[config.mk]
export PLATFORM = sky130hd
export DESIGN_NAME = t2mi_ts_packet_parser
export DESIGN_NICKNAME = d
export VERILOG_FILES = /design/src/rtl/t2mi_ts_packet_parser.sv
export SDC_FILE = /design/constraint.sdc
export NUM_CORES = 1
export LEC_CHECK = 0
export CAP_MARGIN = 5
export CORE_UTILIZATION = 55
export DETAILED_ROUTE_END_ITERATION = 16
export GPL_TIMING_DRIVEN = 0
export PLACE_DENSITY = 0.79
export SYNTH_ARGS = -nofsm -noshare
export SYNTH_HDL_FRONTEND = slang
export SYNTH_SLANG_ARGS = --single-unit
export TNS_END_PERCENT = 1
[constraint.sdc]
create_clock -name t2mi_clk -period 3.42 [get_ports t2mi_clk]
set_input_delay 0.342 -clock t2mi_clk [delete_from_list [all_inputs] [get_ports t2mi_clk]]
set_output_delay 0.342 -clock t2mi_clk [all_outputs]
set_load 0.03 [all_outputs]
[src/rtl/t2mi_ts_packet_parser.sv]
// T2-MI timestamp packet parser: hunts for 0x47, decodes the 3-byte header,
// captures type-0x20 timestamp bodies and skips every other packet type.
module t2mi_ts_packet_parser #(
    parameter int unsigned TIMEOUT_CYCLES = 1024
) (
    input  logic        t2mi_clk,
    input  logic        rst,
    input  logic        t2mi_valid,
    input  logic [7:0]  t2mi_data,
    input  logic        t2mi_sync,
    output logic        ts_valid,
    output logic [39:0] ts_seconds,
    output logic [31:0] ts_subseconds,
    output logic [12:0] ts_utc_offset,
    output logic [3:0]  ts_bandwidth,
    output logic        pkt_error,
    output logic [1:0]  err_code,
    output logic [15:0] pkt_count,
    output logic [15:0] err_count
);
    localparam int unsigned TW        = $clog2(TIMEOUT_CYCLES + 1);
    localparam logic [7:0]  SYNC_BYTE = 8'h47;
    localparam logic [7:0]  TS_TYPE   = 8'h20;
    localparam logic [15:0] TS_LEN    = 16'h000C;
    localparam logic [1:0]  ERR_LEN   = 2'b01;
    localparam logic [1:0]  ERR_RFU   = 2'b10;
    localparam logic [1:0]  ERR_TOUT  = 2'b11;

    typedef enum logic [1:0] {IDLE, HDR, TS_BODY, SKIP} state_t;

    state_t        state_q, state_d;
    logic [3:0]    idx_q, idx_d;
    logic [15:0]   skip_q, skip_d;
    logic [15:0]   hdr_q, hdr_d;
    logic [87:0]   shadow_q, shadow_d;
    logic [TW-1:0] tout_q, tout_d;
    logic [23:0]   hdr_next;
    logic [95:0]   shadow_next;
    logic          accept_c, reject_c;
    logic [1:0]    code_c;

    // Next-state and event decode; sync abort takes priority over byte handling.
    always_comb begin
        state_d     = state_q;
        idx_d       = idx_q;
        skip_d      = skip_q;
        hdr_d       = hdr_q;
        shadow_d    = shadow_q;
        tout_d      = tout_q;
        accept_c    = 1'b0;
        reject_c    = 1'b0;
        code_c      = 2'b00;
        hdr_next    = {hdr_q, t2mi_data};
        shadow_next = {shadow_q, t2mi_data};

        if (state_q != IDLE && t2mi_sync) begin
            state_d = IDLE;
            if (state_q == HDR || state_q == TS_BODY) begin
                reject_c = 1'b1;
                code_c   = ERR_TOUT;
            end
            if (t2mi_valid && t2mi_data == SYNC_BYTE) begin
                state_d = HDR;
                idx_d   = 4'd0;
            end
        end else if (state_q != IDLE && !t2mi_valid) begin
            if (tout_q == TW'(TIMEOUT_CYCLES - 1)) begin
                state_d = IDLE;
                if (state_q == HDR || state_q == TS_BODY) begin
                    reject_c = 1'b1;
                    code_c   = ERR_TOUT;
                end
            end else begin
                tout_d = tout_q + TW'(1);
            end
        end else if (t2mi_valid) begin
            tout_d = '0;
            case (state_q)
                IDLE: begin
                    if (t2mi_data == SYNC_BYTE) begin
                        state_d = HDR;
                        idx_d   = 4'd0;
                    end
                end
                HDR: begin
                    hdr_d = hdr_next[15:0];
                    idx_d = idx_q + 4'd1;
                    if (idx_q == 4'd2) begin
                        if (hdr_next[23:16] == TS_TYPE) begin
                            if (hdr_next[15:0] == TS_LEN) begin
                                state_d = TS_BODY;
                                idx_d   = 4'd0;
                            end else begin
                                state_d  = IDLE;
                                reject_c = 1'b1;
                                code_c   = ERR_LEN;
                            end
                        end else if (hdr_next[15:0] == 16'd0) begin
                            state_d = IDLE;
                        end else begin
                            state_d = SKIP;
                            skip_d  = hdr_next[15:0];
                        end
                    end
                end
                TS_BODY: begin
                    shadow_d = shadow_next[87:0];
                    idx_d    = idx_q + 4'd1;
                    if (idx_q == 4'd11) begin
                        state_d = IDLE;
                        if (shadow_next[95:92] != 4'd0 || shadow_next[87:85] != 3'd0) begin
                            reject_c = 1'b1;
                            code_c   = ERR_RFU;
                        end else begin
                            accept_c = 1'b1;
                        end
                    end
                end
                SKIP: begin
                    skip_d = skip_q - 16'd1;
                    if (skip_q == 16'd1) begin
                        state_d = IDLE;
                    end
                end
            endcase
        end

        if (state_d == IDLE) begin
            tout_d = '0;
        end
    end

    // State and parse context registers.
    always_ff @(posedge t2mi_clk) begin
        if (rst) begin
            state_q  <= IDLE;
            idx_q    <= 4'd0;
            skip_q   <= 16'd0;
            hdr_q    <= 16'd0;
            shadow_q <= 88'd0;
            tout_q   <= '0;
        end else begin
            state_q  <= state_d;
            idx_q    <= idx_d;
            skip_q   <= skip_d;
            hdr_q    <= hdr_d;
            shadow_q <= shadow_d;
            tout_q   <= tout_d;
        end
    end

    // Registered result outputs and saturating statistics.
    always_ff @(posedge t2mi_clk) begin
        if (rst) begin
            ts_valid      <= 1'b0;
            pkt_error     <= 1'b0;
            ts_seconds    <= 40'd0;
            ts_subseconds <= 32'd0;
            ts_utc_offset <= 13'd0;
            ts_bandwidth  <= 4'd0;
            err_code      <= 2'b00;
            pkt_count     <= 16'd0;
            err_count     <= 16'd0;
        end else begin
            ts_valid  <= accept_c;
            pkt_error <= reject_c;
            if (accept_c) begin
                ts_bandwidth  <= shadow_next[91:88];
                ts_utc_offset <= shadow_next[84:72];
                ts_seconds    <= shadow_next[71:32];
                ts_subseconds <= shadow_next[31:0];
                if (pkt_count != 16'hFFFF) begin
                    pkt_count <= pkt_count + 16'd1;
                end
            end
            if (reject_c) begin
                err_code <= code_c;
                if (err_count != 16'hFFFF) begin
                    err_count <= err_count + 16'd1;
                end
            end
        end
    end
endmodule
### Word-level counts from Yosys, hierarchy flattened

Cells that the tools add are included.

* register bits after elaboration: 262
* bits in latches: 0
* RAM bits: 0
* memory bits (read-only): 0
* bits of input ports: 12
* memories: 0

* $add $sub $neg: 5
* $mul: 0
* div/mod/pow operators: 0
* order comparisons: 0
* equal/unequal tests: 19
* shift operators: 0
* mux-type cells: 57
* bitwise gates (word level): 2
* reduce and logical (&&, ||, !) cells: 24

Operator list (count)
* $mux W16: 3
* $mux W2: 18
* $mux W11: 3
* $add A16 B1 Y16 const B: 2
* $mux W4: 8
* $ne A16 B16 Y1 const B: 2
* $pmux W16 S2: 1
* $mux W1: 20
* $eq A16 B1 Y1 const B: 1
* $eq A16 B4 Y1 const B: 1
* $logic_not A16 Y1: 1
* $sub A16 B1 Y16 const B: 1
* $pmux W4 S3: 1
* $add A11 B1 Y11 const B: 1
* $eq A11 B10 Y1 const B: 1
* $eq A8 B6 Y1 const B: 1
* $eq A8 B7 Y1 const B: 1
* $ne A2 B2 Y1 const B: 4
* $pmux W2 S4: 1
* $reduce_and A4 Y1: 2
* $reduce_bool A2 Y1: 4
* $reduce_bool A4 Y1: 2
* $reduce_and A7 Y1: 1
* $reduce_and A5 Y1: 1
* 18 further kinds: 26

### Depth between registers and ports, before layout

Gate-level depths: netlist of run 1.

* word-level depth: 10
* mapped depth: 12

### Least setup slack after synthesis of run 1

Ideal clock, no wire load.

* path type: register -> register
* start point: register state_q[1]
* end point: register err_count[10]
* library setup time: 0.121 ns
* data arrival time: 2.415 ns
* path slack: 0.885 ns
* cell stages (with the launch flop): 12
* clock period less this slack: 2.535 ns
* path through: dfxtp_1 > inv_1 > ha_1 > buf_2 > nand2b_1 > buf_2 > nand3_2 > o31ai_1 > o21ai_1 > buf_2 > a211oi_1 > mux2_2

* word-level cells in the longest chain between the ends: 7
* elaborated cells between the ends (all ways): 13
* those cells by class: eq/ne: 2; mux: 6; reduce/logical: 5

RTL lines
* start, declared: line 31 `state_t state_q, state_d;`
* start signal, assigned: line 143 `state_q <= state_d;`
* $eq A2 B1 Y1 / $eq A2 B2 Y1 (equally long branches): line 58, 69, 78
* $logic_or A1 B1 Y1: line 58, 69
* $mux W1: line 58, 69
* $mux W1: line 67 `if (tout_q == TW'(TIMEOUT_CYCLES - 1)) begin`
* $mux W1: line 66 `end else if (state_q != IDLE && !t2mi_valid) begin`
* $mux W1 *: line 56 `if (state_q != IDLE && t2mi_sync) begin`
* $reduce_and A2 Y1 (no source line) *
* end signal, assigned: line 179 `err_count <= err_count + 16'd1;`
* end, declared: line 19 `output logic [15:0] err_count`

Mark *: on every way between the ends. The rest lies on a longest branch, timed or not.
A chain may end at the register's enable or synchronous reset.

### Final worst setup path of run 1

* start point: register state_q[1]
* end point: register ts_seconds[31]

* word-level cells in the longest chain between the ends: 5
* elaborated cells between the ends (all ways): 8
* those cells by class: eq/ne: 1; mux: 4; reduce/logical: 3

RTL lines
* $eq A2 B2 Y1: line 78 `case (state_q)`
* $mux W1: line 78
* $mux W1: line 76 `end else if (t2mi_valid) begin`
* $mux W1: line 66
* $mux W1 *: line 56
* end signal, assigned: line 170 `ts_seconds <= shadow_next[71:32];`
* end, declared: line 12 `output logic [39:0] ts_seconds,`

Marked as above.

==> results of run 1 <==
cell type report:
type	count	area [um2]	area share, %
well taps	265	332	2.47
inverters	19	71.3	0.531
repair buffers	132	1320	9.83
multi-input cells	1002	5190	38.6
plain buffers	91	353	2.63
flip-flops and latches	262	5250	39.0
clock inverters	13	150	1.12
clock buffers	36	779	5.80
metal layers:
metal	vias up	GRT usage [%]	wire [um]
met1	4753	37.2	12700
li1	5016	-	-
met3	58	3.70	1850
met2	333	45.7	13000
met4	0	9.28	715
met5	-	0	0
critical path, stage by stage, from the launching register on:
cell,delay (ns)
dfxtp_1,0.40
inv_1,0.14
ha_1,0.14
buf_2,0.18
nor2b_1,0.07
clkbuf_1,0.19
nor4_1,0.56
and2_1,0.21
clkbuf_1,0.49
buf_2,0.37
buf_2,0.27
nand2_1,0.09
a21oi_1,0.12
cell families after synthesis:
logic type / count (synthesis)
flops: 262
simple gates: 635
mux: 32
xor+xnor: 21
compound gates: 303
fa+ha+maj: 11
buf+inv: 110
state kept, by name, indices dropped and copies added (netlist names), 2 cells and up:
signal	cells
skip_q	16
pkt_count	16
tout_q	11
ts_bandwidth	4
ts_utc_offset	13
hdr_q	16
shadow_q	88
idx_q	4
state_q	2
err_count	16
ts_seconds	40
err_code	2
ts_subseconds	32
power by group:
part | switching [mW] | internal (mW)
sequential | 0.000000121 | 3.05
clock | 1.26 | 1.77
combinational | 0.0918 | 0.0260
Yosys cell counts (8+ instances only):
cell | instances | area (um2)
nor3_1 | 32 | 160
nand3_1 | 25 | 125
nor2_1 | 73 | 274
xnor2_1 | 18 | 158
mux2_2 | 13 | 146
nor4_1 | 13 | 81.3
o21ai_0 | 22 | 110
a21oi_1 | 219 | 1100
ha_1 | 11 | 138
nand2_1 | 409 | 1540
dfxtp_1 | 262 | 5250
clkbuf_1 | 80 | 300
nand4_1 | 19 | 119
nor2b_1 | 14 | 87.6
mux2i_1 | 19 | 190
buf_2 | 8 | 40.0
inv_1 | 18 | 67.6
worst max path at each step:
stage,from,to,slack [ns],depth (start not counted)
floorplan,state_q[1],err_count[10],0.88,11
global placement,t2mi_sync,ts_subseconds[0],0.05,9
detailed placement,t2mi_sync,ts_subseconds[0],0.007,9
CTS,state_q[1],ts_subseconds[0],0.14,11
global route,state_q[1],ts_seconds[30],-0.09,12
finish,state_q[1],ts_seconds[31],0.11,12
metrics by stage:
stage	TNS [ns]	power (mW)	worst slack, ns	instances	cell area [um2]
after floorplan	0	3.19	0.885	1374	10900
after global placement	0	3.23	0.0514	1771	12500
after detailed placement	0	3.24	0.00679	1771	12500
after CTS	0	6.21	0.136	1820	13400
after global routing	-0.580	6.36	-0.0863	1820	13400
final	0	6.19	0.114	1820	13400
repair_timing:
action | 4_1_cts | 5_1_grt
endpoints found under the hold margin | 0 | 0
endpoints found under the setup margin | 0 | 13
setup buffers | 0 | 0
resized for setup | 0 | 3
==> metrics.txt, run 1 <==
LEAKAGE=4.43 nW; Yosys reg bits=262; Area growth syn-to-layout=23.9%; hold path start=t2mi_data[3]; vias in the first global route=9,169; initial antenna violation count=0; via density per instance=5.58; CP Class=flop to flop; outcome=complete, no violations; PwrDens=461 mW/mm2; crit start category=flop; reg2reg start=state_q[1]; H-Tree Depth=1; cells after synthesis=1,374; Hold WC Path Type=primary input to flop; DRT iter0 DRCs=604; main combinational cell family by area after synthesis=simple AND/OR/NAND/NOR gates; setup violators final=0; Synth Area in Compound Gates=15.9%; Placer Congestion=0.910; Synth Area in XOR/XNOR=1.70%; R2R Setup Slk=0.11 ns; Port Buffers=132; CP Data Required Time=3.89 ns; Cells on Worst Hold Path=3; r2r worst-path depth=12; crit path capture type=flop; clock transition at the registers of the reported paths=0.07 ns; first-pass GRT wire length=45,600 um; register area share after synthesis=48.3%; Final Util=69.3%; DRT Pass-1 Iters=7; final hold violation count=0; Max Clk Rate=302 MHz; Post-DP HPWL=19,700 um; TritonCTS Sinks=262; Core Footprint=0.0194 mm2; Synth Flop Type=dfxtp_1; Crit path arrival time=3.78 ns; Slew Viols, Final=0; most common cell after layout, fill and taps aside=nand2_1; Post-Synth Simple-Gate Area=25.7%; largest net degree at the start of global routing=16; total gr overflow=0; CTS tree=done; Post-synth EDFFs=0; total global-route track usage=27.7%; Least-Margin Pin Slew=0.839 ns; maximum vdd drop=0.407 mV; post-synthesis mux area share=3.10%; drt drc=0; clock buffer depth=3; Hold EP=ts_subseconds[3]; site row count=51; WL/cell=15.5 um; CTS root buffer=clkbuf_16; starting density of the core=55.9%; area of the die=0.0203 mm2; min Tclk post-route=3.31 ns; Num CTS Buffers=27; CTS hold repair buffers=0; Die H=142 um; asr flop ratio synth=0%; adder-cell share of the synthesized area=1.27%; total number of vias=10,200; RR Endpoint=ts_seconds[31]; critical path peak fanout=10; most frequent cells in the layout=409 x nand2_1, 262 x dfxtp_1, 219 x a21oi_1, 132 x clkdlybuf4s50_1, 81 x clkbuf_1; Antenna Nets Post-Route=0; post-synthesis area per instance=7.90 um2; normalized max-slew margin=43.2%; Fin Clk Skew=0.0105 ns; maxcap violations=0; worst skew pair latency=0.55 ns; syn nets=1,397; worst hold margin=0.277 ns; Synth Cell Area=0.0109 mm2; # nets final=1,558; RSZ-0062 raised after global routing=yes; Die Width=142 um; final wirelength=28,200 um; share of post-route cells with drive strength above 1=5.79%; ant diodes=0; fin crit share=96.7%; Synth cell types=70; I/O pins=137; fill count=1,593; synth warn=0
No activity file was read; power rests on OpenSTA's default activity.
==> run 2: changes to the inputs <==
Settings changed: SKIP_LAST_GASP set to 1.
==> run 2 against run 1 <==
Compared with the run above:
- sequential share of layout area is essentially flat
- design area is essentially flat
- fmax shrank 0.33%
- utilization is essentially flat
- total power about the same
- first-iteration DRC count unchanged
- hold slack improved by 0.0031 ns
- largest cell class unchanged
- largest power group unchanged
==> metrics.txt, run 2 (synthesis gave the netlist of run 1 again) <==
outcome=complete, no violations; crit path capture type=flop; Largest register FFs=88; maxcap violations=0; most frequent cells in the layout=409 x nand2_1, 262 x dfxtp_1, 219 x a21oi_1, 132 x clkdlybuf4s50_1, 81 x clkbuf_1; maximum vdd drop=0.407 mV; critical path peak fanout=10; WL/cell=15.5 um; area of the die=0.0203 mm2; Inst Count DP=1,771; most flop-heavy register=shadow_q; DRT Pass-1 Iters=6; largest registers=shadow_q: 88 flops, ts_seconds: 40 flops, ts_subseconds: 32 flops; total gr overflow=0; site row count=51; setup violators final=0; Placer Congestion=0.910; Die Width=142 um; DRT iter0 DRCs=604; Port Buffers=132; CP Data Required Time=3.90 ns; LEAKAGE=4.43 nW; Hold WC Path Type=primary input to flop; H-Tree Depth=1; Post-Place Cell Area=0.0125 mm2; total number of vias=10,200; ant diodes=0; final wirelength=28,200 um; design area=0.0134 mm2; TritonCTS Sinks=262; most common cell after layout, fill and taps aside=nand2_1; CTS tree=done; Least-Margin Pin Slew=0.852 ns; min Tclk post-route=3.32 ns; clock transition at the registers of the reported paths=0.07 ns; share of post-route cells with drive strength above 1=5.72%; Max Clk Rate=302 MHz; Core Footprint=0.0194 mm2; PwrDens=460 mW/mm2; Antenna Nets Post-Route=0; setup bufs post-CTS=0; vias in the first global route=9,169; worst hold margin=0.281 ns; worst skew pair latency=0.55 ns; final hold violation count=0; Crit-path slowest cell=nor4_1; Cell Chain, Critical Path=inv_1, ha_1, buf_2, nor2b_1, clkbuf_1, nor4_1, and2_1, clkbuf_1, buf_2, buf_2, nand2_1, a21oi_1; starting density of the core=55.9%; Non-Filler Instances=1,820; fin crit share=97.0%; Post-DP HPWL=19,700 um; I/O pins=137; power consumption=6.18 mW; Area growth syn-to-layout=23.8%; first-pass GRT wire length=45,600 um; crit start category=flop; Slew Viols, Final=0; CP dominant cell by count=buf_2; via density per instance=5.59; drt drc=0; CTS root buffer=clkbuf_16; clock buffer depth=3; # nets final=1,558; CP max stage delay=0.57 ns; CP Class=flop to flop; RSZ-0062 raised after global routing=yes; Die H=142 um; largest net degree at the start of global routing=16; Num CTS Buffers=27; initial antenna violation count=0; total global-route track usage=27.7%; Fin Clk Skew=0.00967 ns; normalized max-slew margin=42.3%; Crit path arrival time=3.79 ns
-- run 2: cell counts in the layout (fill, tap and decap cells not counted) --
Identical to the previous run, type by type.
-- run 2: where the power goes --
part           switching, mW  internal [mW]  total, mW
Combinational         0.0921         0.0260      0.118
Clock                   1.25           1.77       3.02
Sequential       0.000000118           3.05       3.05
-- run 2: final cells by class --
class / instances / area, um2
Buffer: 91 / 353
Clock buffer: 36 / 779
Clock inverter: 13 / 150
Fill cell: 1596 / 5960
Inverter: 19 / 71.3
Multi-Input combinational cell: 1002 / 5180
Sequential cell: 262 / 5250
Tap cell: 265 / 332
Timing Repair Buffer: 132 / 1320
-- run 2: worst paths after layout --
path,start,end,slack [ns],cells after the start
setup reg to reg,state_q[1],ts_seconds[29],0.10,12
setup / recovery,state_q[1],ts_seconds[29],0.10,12
hold reg to reg,ts_seconds[1],ts_seconds[1],0.45,2
hold / removal,t2mi_data[3],ts_subseconds[3],0.28,3
-- run 2: worst max-delay path: cells and delay by family (launching register included) --
family | cells | cell delay, ns
AO/OA/AOI/OAI | 1 | 0.12
adder cells (fa/ha/maj) | 1 | 0.14
flip-flops | 1 | 0.40
buffers and inverters | 6 | 1.65
AND/OR/NAND/NOR | 4 | 0.94
-- run 2: routing by layer --
layer	share of wire (%)	vias up	routed length [um]	track usage, %
li1	-	5018	-	-
met1	44	4755	12500	37.2
met2	46	338	13100	45.7
met3	6.9	56	1940	3.70
met4	2.5	0	707	9.28
met5	0	-	0	0
-- run 2: through the flow --
step / utilization, % / setup TNS [ns] / setup WS [ns]
global placement: 64.5 / 0 / 0.0514
finish: 69.3 / 0 / 0.103
global route: 69.3 / -0.597 / -0.0863
CTS: 69.2 / 0 / 0.136
detailed placement: 64.5 / 0 / 0.00679
floorplan: - / 0 / 0.885
-- run 2: timing repair --
item,4_1_cts,5_1_grt
endpoints found under the setup margin,0,13
gates resized for setup,0,2
hold buffers,0,0
==> run 3: changes to the inputs <==
Settings changed: GPL_ROUTABILITY_DRIVEN set to 0.
==> results of run 3 <==
Same layout as run 2: the final DEF is identical, and so are final timing and power.
